`src/rtl/coin_credit_pkg.sv`:
```
`default_nettype none
// ============================================================================
// Module      : coin_credit_pkg
// Description : Shared types and constants for the coin credit collector:
//               FSM state encoding, coin-type encodings, coin values and the
//               valid item-code range.
// Revision    : 1.0 - initial release
// ============================================================================
package coin_credit_pkg;

    localparam int c_CREDIT_W = 8;
    localparam int c_ITEM_W   = 4;

    typedef enum logic [1:0] {
        ST_IDLE    = 2'd0,
        ST_CREDIT  = 2'd1,
        ST_REQUEST = 2'd2,
        ST_REFUND  = 2'd3
    } state_e;

    localparam logic [1:0] c_COIN_5  = 2'b00;
    localparam logic [1:0] c_COIN_10 = 2'b01;
    localparam logic [1:0] c_COIN_20 = 2'b10;
    localparam logic [1:0] c_COIN_50 = 2'b11;

    localparam logic [c_CREDIT_W-1:0] c_VAL_5  = 8'd5;
    localparam logic [c_CREDIT_W-1:0] c_VAL_10 = 8'd10;
    localparam logic [c_CREDIT_W-1:0] c_VAL_20 = 8'd20;
    localparam logic [c_CREDIT_W-1:0] c_VAL_50 = 8'd50;

    localparam logic [c_ITEM_W-1:0] c_ITEM_MIN = 4'd1;
    localparam logic [c_ITEM_W-1:0] c_ITEM_MAX = 4'd10;

    function automatic logic [c_CREDIT_W-1:0] coin_value(input logic [1:0] coin_type);
        logic [c_CREDIT_W-1:0] v;
        v = c_VAL_5;
        case (coin_type)
            c_COIN_5:  v = c_VAL_5;
            c_COIN_10: v = c_VAL_10;
            c_COIN_20: v = c_VAL_20;
            c_COIN_50: v = c_VAL_50;
            default:   v = c_VAL_5;
        endcase
        return v;
    endfunction

endpackage
`default_nettype wire

```
`src/rtl/coin_credit_collector_if.sv`:
```
`default_nettype none
// ============================================================================
// Module      : coin_credit_collector_if
// Description : Customer/vend-stage signal bundle for coin_credit_collector.
//               master: drives coin, keypad, cancel and vend-ack inputs.
//               slave : the collector; drives credit, selection, vend request,
//                       coin reject and refund outputs.
// Revision    : 1.0 - initial release
// ============================================================================
interface coin_credit_collector_if;
    import coin_credit_pkg::*;

    logic                  coin_valid;
    logic [1:0]            coin_type;
    logic                  key_valid;
    logic [c_ITEM_W-1:0]   key_code;
    logic                  cancel;
    logic                  vend_ack;
    logic [c_CREDIT_W-1:0] vend_balance;
    logic [c_CREDIT_W-1:0] deposited_amount;
    logic [c_ITEM_W-1:0]   item_code;
    logic                  vend_req;
    logic                  coin_reject;
    logic                  refund_valid;
    logic [c_CREDIT_W-1:0] refund_amount;

    modport master (
        output coin_valid, coin_type, key_valid, key_code, cancel, vend_ack, vend_balance,
        input  deposited_amount, item_code, vend_req, coin_reject, refund_valid, refund_amount
    );

    modport slave (
        input  coin_valid, coin_type, key_valid, key_code, cancel, vend_ack, vend_balance,
        output deposited_amount, item_code, vend_req, coin_reject, refund_valid, refund_amount
    );

endinterface
`default_nettype wire

```
`src/rtl/credit_timeout_timer.sv`:
```
`default_nettype none
// ============================================================================
// Module      : credit_timeout_timer
// Description : Inactivity counter. Counts enabled cycles since the last
//               clear; expired is high on the cycle that completes
//               TIMEOUT_CYCLES idle cycles.
//   clk, reset : clock / asynchronous active-high reset
//   clear      : restart the count from zero
//   enable     : count this cycle
//   expired    : limit reached (qualified by enable)
// Revision    : 1.0 - initial release
// ============================================================================
module credit_timeout_timer #(
    parameter int TIMEOUT_CYCLES = 1000
) (
    input  wire logic clk,
    input  wire logic reset,
    input  wire logic clear,
    input  wire logic enable,
    output logic      expired
);

    localparam int c_CNT_W = (TIMEOUT_CYCLES > 1) ? $clog2(TIMEOUT_CYCLES) : 1;
    // Expiry is flagged during the last idle cycle so the refund lands exactly
    // TIMEOUT_CYCLES cycles after the credit was last topped up.
    localparam logic [c_CNT_W-1:0] c_LAST = c_CNT_W'(TIMEOUT_CYCLES - 1);

    logic [c_CNT_W-1:0] r_count;

    always_ff @(posedge clk or posedge reset) begin
        if (reset) begin
            r_count <= '0;
        end else if (clear) begin
            r_count <= '0;
        end else if (enable && (r_count != c_LAST)) begin
            r_count <= r_count + c_CNT_W'(1);
        end
    end

    assign expired = enable && (r_count == c_LAST);

endmodule
`default_nettype wire

```
`src/rtl/coin_credit_collector.sv`:
```
`default_nettype none
// ============================================================================
// Module      : coin_credit_collector
// Description : Vending-machine front end. Accumulates coin credit, latches a
//               keypad selection, hands both to the vend stage, and issues a
//               one-cycle refund of either the vend-stage change or the
//               cancelled credit.
//   clk, reset : clock / asynchronous active-high reset
//   bus        : coin_credit_collector_if.slave (coin, keypad, cancel,
//                vend handshake, reject and refund outputs)
// Build option: COIN_CREDIT_TIMEOUT_EN adds an inactivity auto-refund in
//               CREDIT after TIMEOUT_CYCLES cycles without an accepted coin.
// Revision    : 1.0 - initial release
// ============================================================================
module coin_credit_collector
    import coin_credit_pkg::*;
#(
    parameter logic [7:0] MAX_CREDIT     = 8'd250,
    parameter int         TIMEOUT_CYCLES = 1000
) (
    input  wire logic               clk,
    input  wire logic               reset,
    coin_credit_collector_if.slave  bus
);

    state_e                r_state, w_state_nxt;
    logic [c_CREDIT_W-1:0] r_credit, w_credit_nxt;
    logic [c_ITEM_W-1:0]   r_item, w_item_nxt;
    logic                  r_coin_reject, w_coin_reject_nxt;
    logic [c_CREDIT_W-1:0] r_refund_amount, w_refund_amount_nxt;

    logic [c_CREDIT_W:0]   w_sum;
    logic                  w_coin_fits;
    logic                  w_key_ok;
    logic                  w_timeout_expired;

    // Sum carried one bit wider so 250+50 cannot wrap into an acceptable value.
    assign w_sum       = {1'b0, r_credit} + {1'b0, coin_value(bus.coin_type)};
    assign w_coin_fits = (w_sum <= {1'b0, MAX_CREDIT});
    assign w_key_ok    = bus.key_valid && (bus.key_code >= c_ITEM_MIN) &&
                         (bus.key_code <= c_ITEM_MAX);

`ifdef COIN_CREDIT_TIMEOUT_EN
    logic w_timer_clear;

    // Any accepted coin changes the credit, so a credit change restarts the
    // idle count; outside CREDIT the counter is held at zero.
    assign w_timer_clear = (r_state != ST_CREDIT) || (w_credit_nxt != r_credit);

    credit_timeout_timer #(
        .TIMEOUT_CYCLES (TIMEOUT_CYCLES)
    ) u_timeout (
        .clk     (clk),
        .reset   (reset),
        .clear   (w_timer_clear),
        .enable  (r_state == ST_CREDIT),
        .expired (w_timeout_expired)
    );
`else
    assign w_timeout_expired = 1'b0;
`endif

    always_ff @(posedge clk or posedge reset) begin
        if (reset) begin
            r_state         <= ST_IDLE;
            r_credit        <= '0;
            r_item          <= '0;
            r_coin_reject   <= 1'b0;
            r_refund_amount <= '0;
        end else begin
            r_state         <= w_state_nxt;
            r_credit        <= w_credit_nxt;
            r_item          <= w_item_nxt;
            r_coin_reject   <= w_coin_reject_nxt;
            r_refund_amount <= w_refund_amount_nxt;
        end
    end

    always_comb begin
        w_state_nxt         = r_state;
        w_credit_nxt        = r_credit;
        w_item_nxt          = r_item;
        w_coin_reject_nxt   = 1'b0;
        w_refund_amount_nxt = r_refund_amount;

        case (r_state)
            ST_IDLE: begin
                if (bus.coin_valid) begin
                    if (w_coin_fits) begin
                        w_credit_nxt = w_sum[c_CREDIT_W-1:0];
                        w_state_nxt  = ST_CREDIT;
                    end else begin
                        w_coin_reject_nxt = 1'b1;
                    end
                end
            end

            // Priority: cancel > valid key > coin > inactivity timeout.
            ST_CREDIT: begin
                if (bus.cancel) begin
                    w_state_nxt         = ST_REFUND;
                    w_refund_amount_nxt = r_credit;
                    w_coin_reject_nxt   = bus.coin_valid;
                end else if (w_key_ok) begin
                    w_item_nxt        = bus.key_code;
                    w_state_nxt       = ST_REQUEST;
                    w_coin_reject_nxt = bus.coin_valid;
                end else if (bus.coin_valid && w_coin_fits) begin
                    w_credit_nxt = w_sum[c_CREDIT_W-1:0];
                end else if (w_timeout_expired) begin
                    w_state_nxt         = ST_REFUND;
                    w_refund_amount_nxt = r_credit;
                    w_coin_reject_nxt   = bus.coin_valid;
                end else begin
                    w_coin_reject_nxt = bus.coin_valid;
                end
            end

            ST_REQUEST: begin
                w_coin_reject_nxt = bus.coin_valid;
                if (bus.vend_ack) begin
                    w_state_nxt         = ST_REFUND;
                    w_refund_amount_nxt = bus.vend_balance;
                end
            end

            ST_REFUND: begin
                w_coin_reject_nxt   = bus.coin_valid;
                w_credit_nxt        = '0;
                w_item_nxt          = '0;
                w_refund_amount_nxt = '0;
                w_state_nxt         = ST_IDLE;
            end

            default: begin
                w_state_nxt = ST_IDLE;
            end
        endcase
    end

    assign bus.deposited_amount = r_credit;
    assign bus.item_code        = r_item;
    assign bus.vend_req         = (r_state == ST_REQUEST);
    assign bus.coin_reject      = r_coin_reject;
    assign bus.refund_valid     = (r_state == ST_REFUND);
    assign bus.refund_amount    = r_refund_amount;

endmodule
`default_nettype wire

```
`src/flat_wrapper.sv`:
```
// flat-port wrapper written by rule: the top's interface ports become plain ports
module coin_credit_collector_flat import coin_credit_pkg::*;
#(
    parameter logic [7:0] MAX_CREDIT     = 8'd250,
    parameter int         TIMEOUT_CYCLES = 1000
)
  (clk, reset, bus_coin_valid, bus_coin_type, bus_key_valid, bus_key_code, bus_cancel, bus_vend_ack, bus_vend_balance, bus_deposited_amount, bus_item_code, bus_vend_req, bus_coin_reject, bus_refund_valid, bus_refund_amount);
  coin_credit_collector_if bus_i ();
  input  wire logic clk;
  input  wire logic reset;
  input wire logic [$bits(bus_i.coin_valid)-1:0] bus_coin_valid;
  input wire logic [$bits(bus_i.coin_type)-1:0] bus_coin_type;
  input wire logic [$bits(bus_i.key_valid)-1:0] bus_key_valid;
  input wire logic [$bits(bus_i.key_code)-1:0] bus_key_code;
  input wire logic [$bits(bus_i.cancel)-1:0] bus_cancel;
  input wire logic [$bits(bus_i.vend_ack)-1:0] bus_vend_ack;
  input wire logic [$bits(bus_i.vend_balance)-1:0] bus_vend_balance;
  output wire logic [$bits(bus_i.deposited_amount)-1:0] bus_deposited_amount;
  output wire logic [$bits(bus_i.item_code)-1:0] bus_item_code;
  output wire logic [$bits(bus_i.vend_req)-1:0] bus_vend_req;
  output wire logic [$bits(bus_i.coin_reject)-1:0] bus_coin_reject;
  output wire logic [$bits(bus_i.refund_valid)-1:0] bus_refund_valid;
  output wire logic [$bits(bus_i.refund_amount)-1:0] bus_refund_amount;
  assign bus_i.coin_valid = bus_coin_valid;
  assign bus_i.coin_type = bus_coin_type;
  assign bus_i.key_valid = bus_key_valid;
  assign bus_i.key_code = bus_key_code;
  assign bus_i.cancel = bus_cancel;
  assign bus_i.vend_ack = bus_vend_ack;
  assign bus_i.vend_balance = bus_vend_balance;
  assign bus_deposited_amount = bus_i.deposited_amount;
  assign bus_item_code = bus_i.item_code;
  assign bus_vend_req = bus_i.vend_req;
  assign bus_coin_reject = bus_i.coin_reject;
  assign bus_refund_valid = bus_i.refund_valid;
  assign bus_refund_amount = bus_i.refund_amount;
  coin_credit_collector #(.MAX_CREDIT(MAX_CREDIT), .TIMEOUT_CYCLES(TIMEOUT_CYCLES)) u_core (.clk(clk), .reset(reset), .bus(bus_i));
endmodule
```
`config.mk`:
```
export PLATFORM = sky130hd
export DESIGN_NAME = coin_credit_collector_flat
export DESIGN_NICKNAME = d
export VERILOG_FILES = /design/src/rtl/coin_credit_pkg.sv /design/src/rtl/coin_credit_collector_if.sv /design/src/rtl/credit_timeout_timer.sv /design/src/rtl/coin_credit_collector.sv /design/src/flat_wrapper.sv
export SDC_FILE = /design/constraint.sdc
export NUM_CORES = 1
export LEC_CHECK = 0
export ABC_AREA = 0
export CAP_MARGIN = 20
export CORE_ASPECT_RATIO = 0.5
export CORE_MARGIN = 1.5
export CORE_UTILIZATION = 40
export CTS_CLUSTER_DIAMETER = 80
export DETAILED_ROUTE_END_ITERATION = 7
export GPL_ROUTABILITY_DRIVEN = 0
export PLACE_DENSITY = 0.68
export SYNTH_ARGS = -nofsm -noshare
export SYNTH_HDL_FRONTEND = slang
export SYNTH_SLANG_ARGS = --single-unit
```
`constraint.sdc`:
```
create_clock -name clk -period 3.4 [get_ports clk]
set_input_delay 0.68 -clock clk [delete_from_list [all_inputs] [get_ports clk]]
set_output_delay 0.68 -clock clk [all_outputs]
set_load 0.1 [all_outputs]
```
; ---- Word-level counts from Yosys, hierarchy flattened
; Index checks and enable logic that the tools add are counted.
[word_totals]
ff_bits = 23
in_bits = 20
output_inout_bits = 23
wordCells = 62
[op_classes]
add_sub_neg = 1
order_cmp = 3
n_eq_ne = 15
muxes = 25
reduce_logical = 13
[ops]
columns = operator, n
row1 = 8-bit 2-to-1 mux, 7
row2 = 8-bit one-hot mux with 3 select lines, 2
row3 = 8-bit one-hot mux with 4 select lines, 1
row4 = 2-bit 2-to-1 mux, 5
row5 = "2-bit inequality test, second input constant", 5
row6 = 8-bit by 8-bit adder with 9-bit output, 1
row7 = "9-bit by 8-bit less-or-equal comparator with 1-bit output, second input constant", 1
row8 = "2-bit == test, second input constant", 4
row9 = 4-bit 2-to-1 mux, 2
row10 = 2-bit one-hot mux with 4 select lines, 1
row11 = 4-bit one-hot mux with 2 select lines, 1
row12 = "2-bit by 1-bit inequality test with 1-bit output, second input constant", 3
row13 = 3-bit AND reduction, 2
row14 = 6-bit AND reduction, 1
row15 = 3-bit nonzero test, 2
row16 = 1-bit 2-to-1 mux, 5
row17 = "2-bit by 1-bit == test with 1-bit output, second input constant", 2
row18 = "4-bit by 1-bit >= comparator with 1-bit output, second input constant", 1
row19 = "4-bit less-or-equal comparator, second input constant", 1
row20 = 2-bit zero test, 2
row21 = 4-bit AND reduction, 1
row22 = 1-bit logical AND, 3
row23 = "3-bit by 2-bit inequality test with 1-bit output, second input constant", 1
row24 = 1-bit one-hot mux with 3 select lines, 1
row25 = other kinds (2), 2

; ---- Depth between registers and ports, before layout
[depth]
ltp_word = 9
ltp_mapped = 12
ltp_nobuf = 12

; ---- Worst setup path before layout
; OpenSTA, ideal clock, no wires.
[synth_path]
kind = reg2reg
from = reg u_core.r_credit[0], in the netlist u_core.bus.deposited_amount[0]
to = reg u_core.r_credit[1], in the netlist u_core.bus.deposited_amount[1]
setup_ns = 0.126
t_arrival_ns = 3.210
required_ns = 3.274
setup_slack_ns = 0.064
stages_incl_launch_ff = 12
n_path_buf = 0
synth_period_minus_slack_ns = 3.336
path_cell_list = dfrtp_1 -> ha_1 -> inv_1 -> fa_1 -> nand2b_1 -> a21oi_1 -> xnor2_1 -> o211ai_4 -> nor3_2 -> o22ai_2 -> o21ai_4 -> mux2_4
[synth_between]
elab_chain_len = 5
elab_cells_between_ends = 12
cone_classes = 1 x add/sub / 1 x order compare / 2 x eq/ne / 6 x mux / 2 x reduce/logical
[synth_rtl]
columns = element, line
row1 = from (decl), coin_credit_collector.sv:27  ; logic [c_CREDIT_W-1:0] r_credit, w_credit_nxt;
row2 = from (signal assigned), coin_credit_collector.sv:72  ; r_credit <= w_credit_nxt;
row3 = 8-bit by 8-bit adder with 9-bit output *, coin_credit_collector.sv:38  ; assign w_sum = {1'b0, r_credit} + {1'b0, coin_value(bus.coin_type)};
row4 = 9-bit by 8-bit less-or-equal comparator with 1-bit output or 8-bit 2-to-1 mux (tied branches), "coin_credit_collector.sv:39, coin_credit_collector.sv:108"
row5 = 1-bit logical AND or 8-bit 2-to-1 mux (tied branches), "coin_credit_collector.sv:108, coin_credit_collector.sv:104"
row6 = 2-bit by 1-bit inequality test with 1-bit output (no line) or 8-bit 2-to-1 mux (tied branches), n/a
row7 = 6-bit AND reduction (no line) or 8-bit one-hot mux with 3 select lines (tied branches), n/a
; Every way passes the cells marked *; elsewhere a longest branch is shown, timed or not. The select of a mux whose other input is x is not followed.
; A chain may end at the register's enable or synchronous reset.

; ---- Worst setup path after layout
[layout_path]
from = in bus_coin_type[0]
to = reg u_core.r_credit[1], in the netlist u_core.bus.deposited_amount[1]
[layout_between]
elab_chain_len = 7
elab_cells_between_ends = 17
cone_classes = 1 x add/sub / 1 x order compare / 5 x eq/ne / 7 x mux / 3 x reduce/logical
[layout_rtl]
columns = element, line
row1 = from (decl), flat_wrapper.sv:12  ; input wire logic [$bits(bus_i.coin_type)-1:0] bus_coin_type;
row2 = 2-bit == test (tied with other cells), coin_credit_pkg.sv:37  ; case (coin_type)
row3 = 8-bit one-hot mux with 4 select lines *, coin_credit_pkg.sv:37
row4 = 8-bit by 8-bit adder with 9-bit output *, coin_credit_collector.sv:38
row5 = 9-bit by 8-bit less-or-equal comparator with 1-bit output or 8-bit 2-to-1 mux (tied branches), "coin_credit_collector.sv:39, coin_credit_collector.sv:108"
row6 = 1-bit logical AND or 8-bit 2-to-1 mux (tied branches), "coin_credit_collector.sv:108, coin_credit_collector.sv:104"
row7 = 2-bit by 1-bit inequality test with 1-bit output (no line) or 8-bit 2-to-1 mux (tied branches), n/a
row8 = 6-bit AND reduction (no line) or 8-bit one-hot mux with 3 select lines (tied branches), n/a
; Marked as above.

==> results.md <==
Status:
- The run finished with clean final reports.

CTS:
- The H-tree depth is 1.
- In this run, CTS created clock tree buffers numbering 3.
- The clock tree root buffer cell is sky130_fd_sc_hd__clkbuf_8.
- The clock insertion delay at the later pin of the skew report is 0.27 ns.
- The clock transition at the register clock pins on the worst setup and hold paths after CTS is 0.08 ns.
- The clock drives 23 sinks.
- TritonCTS built the clock tree.
- The worst-case clock buffer depth is 2.
- The number of hold buffers added after CTS was 0.

Global routing:
- Global routing consumed, over all layers together, 17.2% of the routing resources.
- The number of antenna violations at the first check in global routing is 0.
- The first global-routing pass estimated 6180 um of wire.
- Entering global routing, the biggest net connects 24 pins.
- The remaining global-route overflow is 0.
- The via count of the first global-routing pass was 1377.

Min path:
- Along the worst hold path, the cell count comes to 1.
- In this run the most critical hold path is launched from u_core.bus.item_code[1].
- For hold timing, the worst endpoint is u_core.bus.item_code[1].
- The path category of the worst min-delay check is register to register.

Drt:
- The final routed wirelength across all metal layers is 3910 um.
- The count of nets left with antenna violations once routing finished came out at 0.
- The via count of the routed design is 1458.
- The mean routed wirelength per cell is 13.8 um.
- In the routed design, unresolved DRC markers number 0.
- Before antenna repair, the detailed router went through 4 iterations.
- The iteration-0 DRC count of the detailed router is 13.
- Using the TritonRoute via totals, the vias-per-cell ratio works out to 5.15.

Cells and area:
- The filler-free cell count of the finished design is 283.
- In the final design database the tool counted 262 nets.
- In the layout the commonest cells are sky130_fd_sc_hd__buf_4, sky130_fd_sc_hd__clkdlybuf4s50_1, sky130_fd_sc_hd__nor2_1, sky130_fd_sc_hd__dfrtp_1, sky130_fd_sc_hd__a21oi_1.
- The most frequent standard cell in the layout excluding fill and tap cells is sky130_fd_sc_hd__buf_4.
- The count of fill cells added during filler insertion is 344.
- The post-synthesis to final-layout area growth is 44.7%.
- Cells with a size suffix above 1 make up 33.6% of the layout.
- The number of inserted diodes is 0.

Floorplan:
- The initial core utilization is 42.1%.
- The vertical extent of the die is 48.6 um.
- The overall die area is 4570 um2.
- The number of rows in the core area is 16.
- In this run the standard cell core region covers 3940 um2.
- The die outline width is 94.2 um.
- 43 I/O pins were placed.

Worst setup path:
- The arrival time at the worst endpoint is 3.43 ns.
- The cell count of the worst reg-to-reg path is 11.
- Data on the critical path is required at its endpoint by 3.56 ns.
- The category of the critical setup timing path is input port to register.
- The launching element type of the critical path is an input port.
- In this run the critical register-to-register path is captured at u_core.bus.deposited_amount[1].
- The start of the worst register-to-register path is u_core.bus.deposited_amount[1].
- The startpoint of the most critical setup path is bus_coin_type[0].
- The worst setup path is captured at a register.
- The largest fanout on the critical path is 7.
- The worst reg-to-reg setup slack is 0.61 ns.

STA:
- Setup repair after global routing left no endpoint under its margin.
- The final number of setup-violating endpoints is 0.
- For the pin with the worst max-slew slack, the measured transition is 0.972 ns.
- Measured against its own limit, the worst slew margin works out to 35.0%.
- The worst setup skew after layout is 0.00659 ns.
- The count of final hold-check violations is 0.
- The final critical-path share of the clock period is 96.4%.
- The max-slew violation count is 0.
- After layout, the minimum clock period comes to 3.28 ns.
- Static timing analysis puts the maximum clock frequency at 305 MHz.
- Across all hold checks on the routed design, the worst slack comes to 0.513 ns.

Synth:
- The post-synthesis cell count is 170.
- Of the synthesized area, sequential elements account for 34.6%.
- The total of warnings raised by yosys is 0.
- In this run the cell area of the synthesized design comes to 1660 um2.
- Ranked by total cell area, the synthesized netlist is headed by sky130_fd_sc_hd__dfrtp_1, sky130_fd_sc_hd__ha_1, sky130_fd_sc_hd__nor2_1, sky130_fd_sc_hd__mux2_4, sky130_fd_sc_hd__a22oi_1.
- The count of distinct cell types in the synthesized netlist is 48.
- Of all flip-flops after synthesis, the portion carrying an async set or reset was 100%.
- The synthesis-stage register bit count is 23.
- Counting flops with a built-in enable in the synthesized netlist gives 0.
- The number of nets handed over by synthesis was 202.
- Dividing the synthesized area by the synthesized cell count gives 9.77 um2.
- The share of Yosys cell area claimed by the top area cell type is 34.6%.
- In the synthesized netlist the dominant register cell turns out to be sky130_fd_sc_hd__dfrtp_1.
- The cell taking the most area after synthesis is sky130_fd_sc_hd__dfrtp_1.

Placed design:
- In this run, placement finished with an instance count of 275.
- The number of port buffers is 42.
- Detailed placement ended at an HPWL of 2930 um.

Run:
- Across the run, the number of max-cap violations was 0.
-- synth_stat cells (all sizes together), types with 2 or more instances --
cell and instances:
a211oi 4, a21oi 13, a22o 3, a22oi 9
clkbuf 5, dfrtp 23, ha 11, inv 10
mux2 6, mux2i 3, nand2 7, nand2b 2
nor2 25, nor2b 5, nor3 6, nor4 3
o21a 2, o21ai 9, o21bai 2, o41ai 4
or2b 2, xor2 2
-- critical path: stages --
cell                              delay [ns]
sky130_fd_sc_hd__clkdlybuf4s50_1        0.41
sky130_fd_sc_hd__buf_4                  0.15
sky130_fd_sc_hd__ha_1                   0.30
sky130_fd_sc_hd__a211oi_4               0.33
sky130_fd_sc_hd__buf_4                  0.18
sky130_fd_sc_hd__nor4_4                 0.04
sky130_fd_sc_hd__nor3_2                 0.21
sky130_fd_sc_hd__o211ai_4               0.15
sky130_fd_sc_hd__nor3_2                 0.22
sky130_fd_sc_hd__o22ai_2                0.15
sky130_fd_sc_hd__o21ai_4                0.16
sky130_fd_sc_hd__buf_12                 0.14
sky130_fd_sc_hd__mux2_4                 0.30
-- worst max path at each step --
stage | end | depth (start not counted)
CTS | u_core.bus.deposited_amount[1] | 14
global route | u_core.bus.deposited_amount[7] | 14
finish | u_core.bus.deposited_amount[1] | 13
floorplan | u_core.bus.deposited_amount[1] | 11
global placement | u_core.bus.deposited_amount[7] | 14
detailed placement | u_core.bus.deposited_amount[1] | 13
-- state kept, by name, indices dropped and copies added, names as in the netlist --
register,count
u_core.bus.coin_reject,1
u_core.r_state,2
u_core.bus.item_code,4
u_core.bus.deposited_amount,8
u_core.bus.refund_amount,8
-- final cells by class --
| class | count | area (um2) | area share [%] |
|---|---|---|---|
| Multi-Input combinational cell | 131 | 1140 | 47.4 |
| Clock buffer | 4 | 45.0 | 1.87 |
| Sequential cell | 23 | 576 | 23.9 |
| Inverter | 10 | 37.5 | 1.56 |
| Tap cell | 54 | 67.6 | 2.81 |
| Timing Repair Buffer | 61 | 538 | 22.4 |
-- cells by family (layout without fill, tap and decap cells) --
logic type / count (synthesis) / after routing / share of synthesized area, %
flops: 23 / 23 / 34.6
mux: 9 / 9 / 7.23
fa+ha+maj: 12 / 12 / 9.49
buf+inv: 16 / 75 / 4.07
simple gates: 54 / 54 / 17.6
compound gates: 53 / 53 / 24.9
xor+xnor: 3 / 3 / 2.03
-- through the flow --
step	util [%]	cell area [um2]	setup slack, ns	TNS (ns)
after floorplan	-	1660	0.0643	0
after global placement	55.6	2190	-0.259	-2.06
after detailed placement	55.6	2190	-0.267	-2.51
after CTS	57.3	2260	0.0105	0
after global routing	60.9	2400	0.00359	0
final	60.9	2400	0.121	0
-- what timing repair did --
item                                    CTS  global route
pin swaps                                 1            11
gates resized for setup                   1            22
buffers inserted                          1             3
endpoints found under the setup margin    7            10
-- per-layer routing --
metal / global-route usage, % / wire length [um]
met1: 21.0 / 1780
met2: 30.5 / 1950
met3: 4.40 / 152
met4: 3.73 / 25
met5: 0 / 0
Power is not shown: default switching activity piles up to over one toggle a cycle in this logic, so the estimate is an artifact.
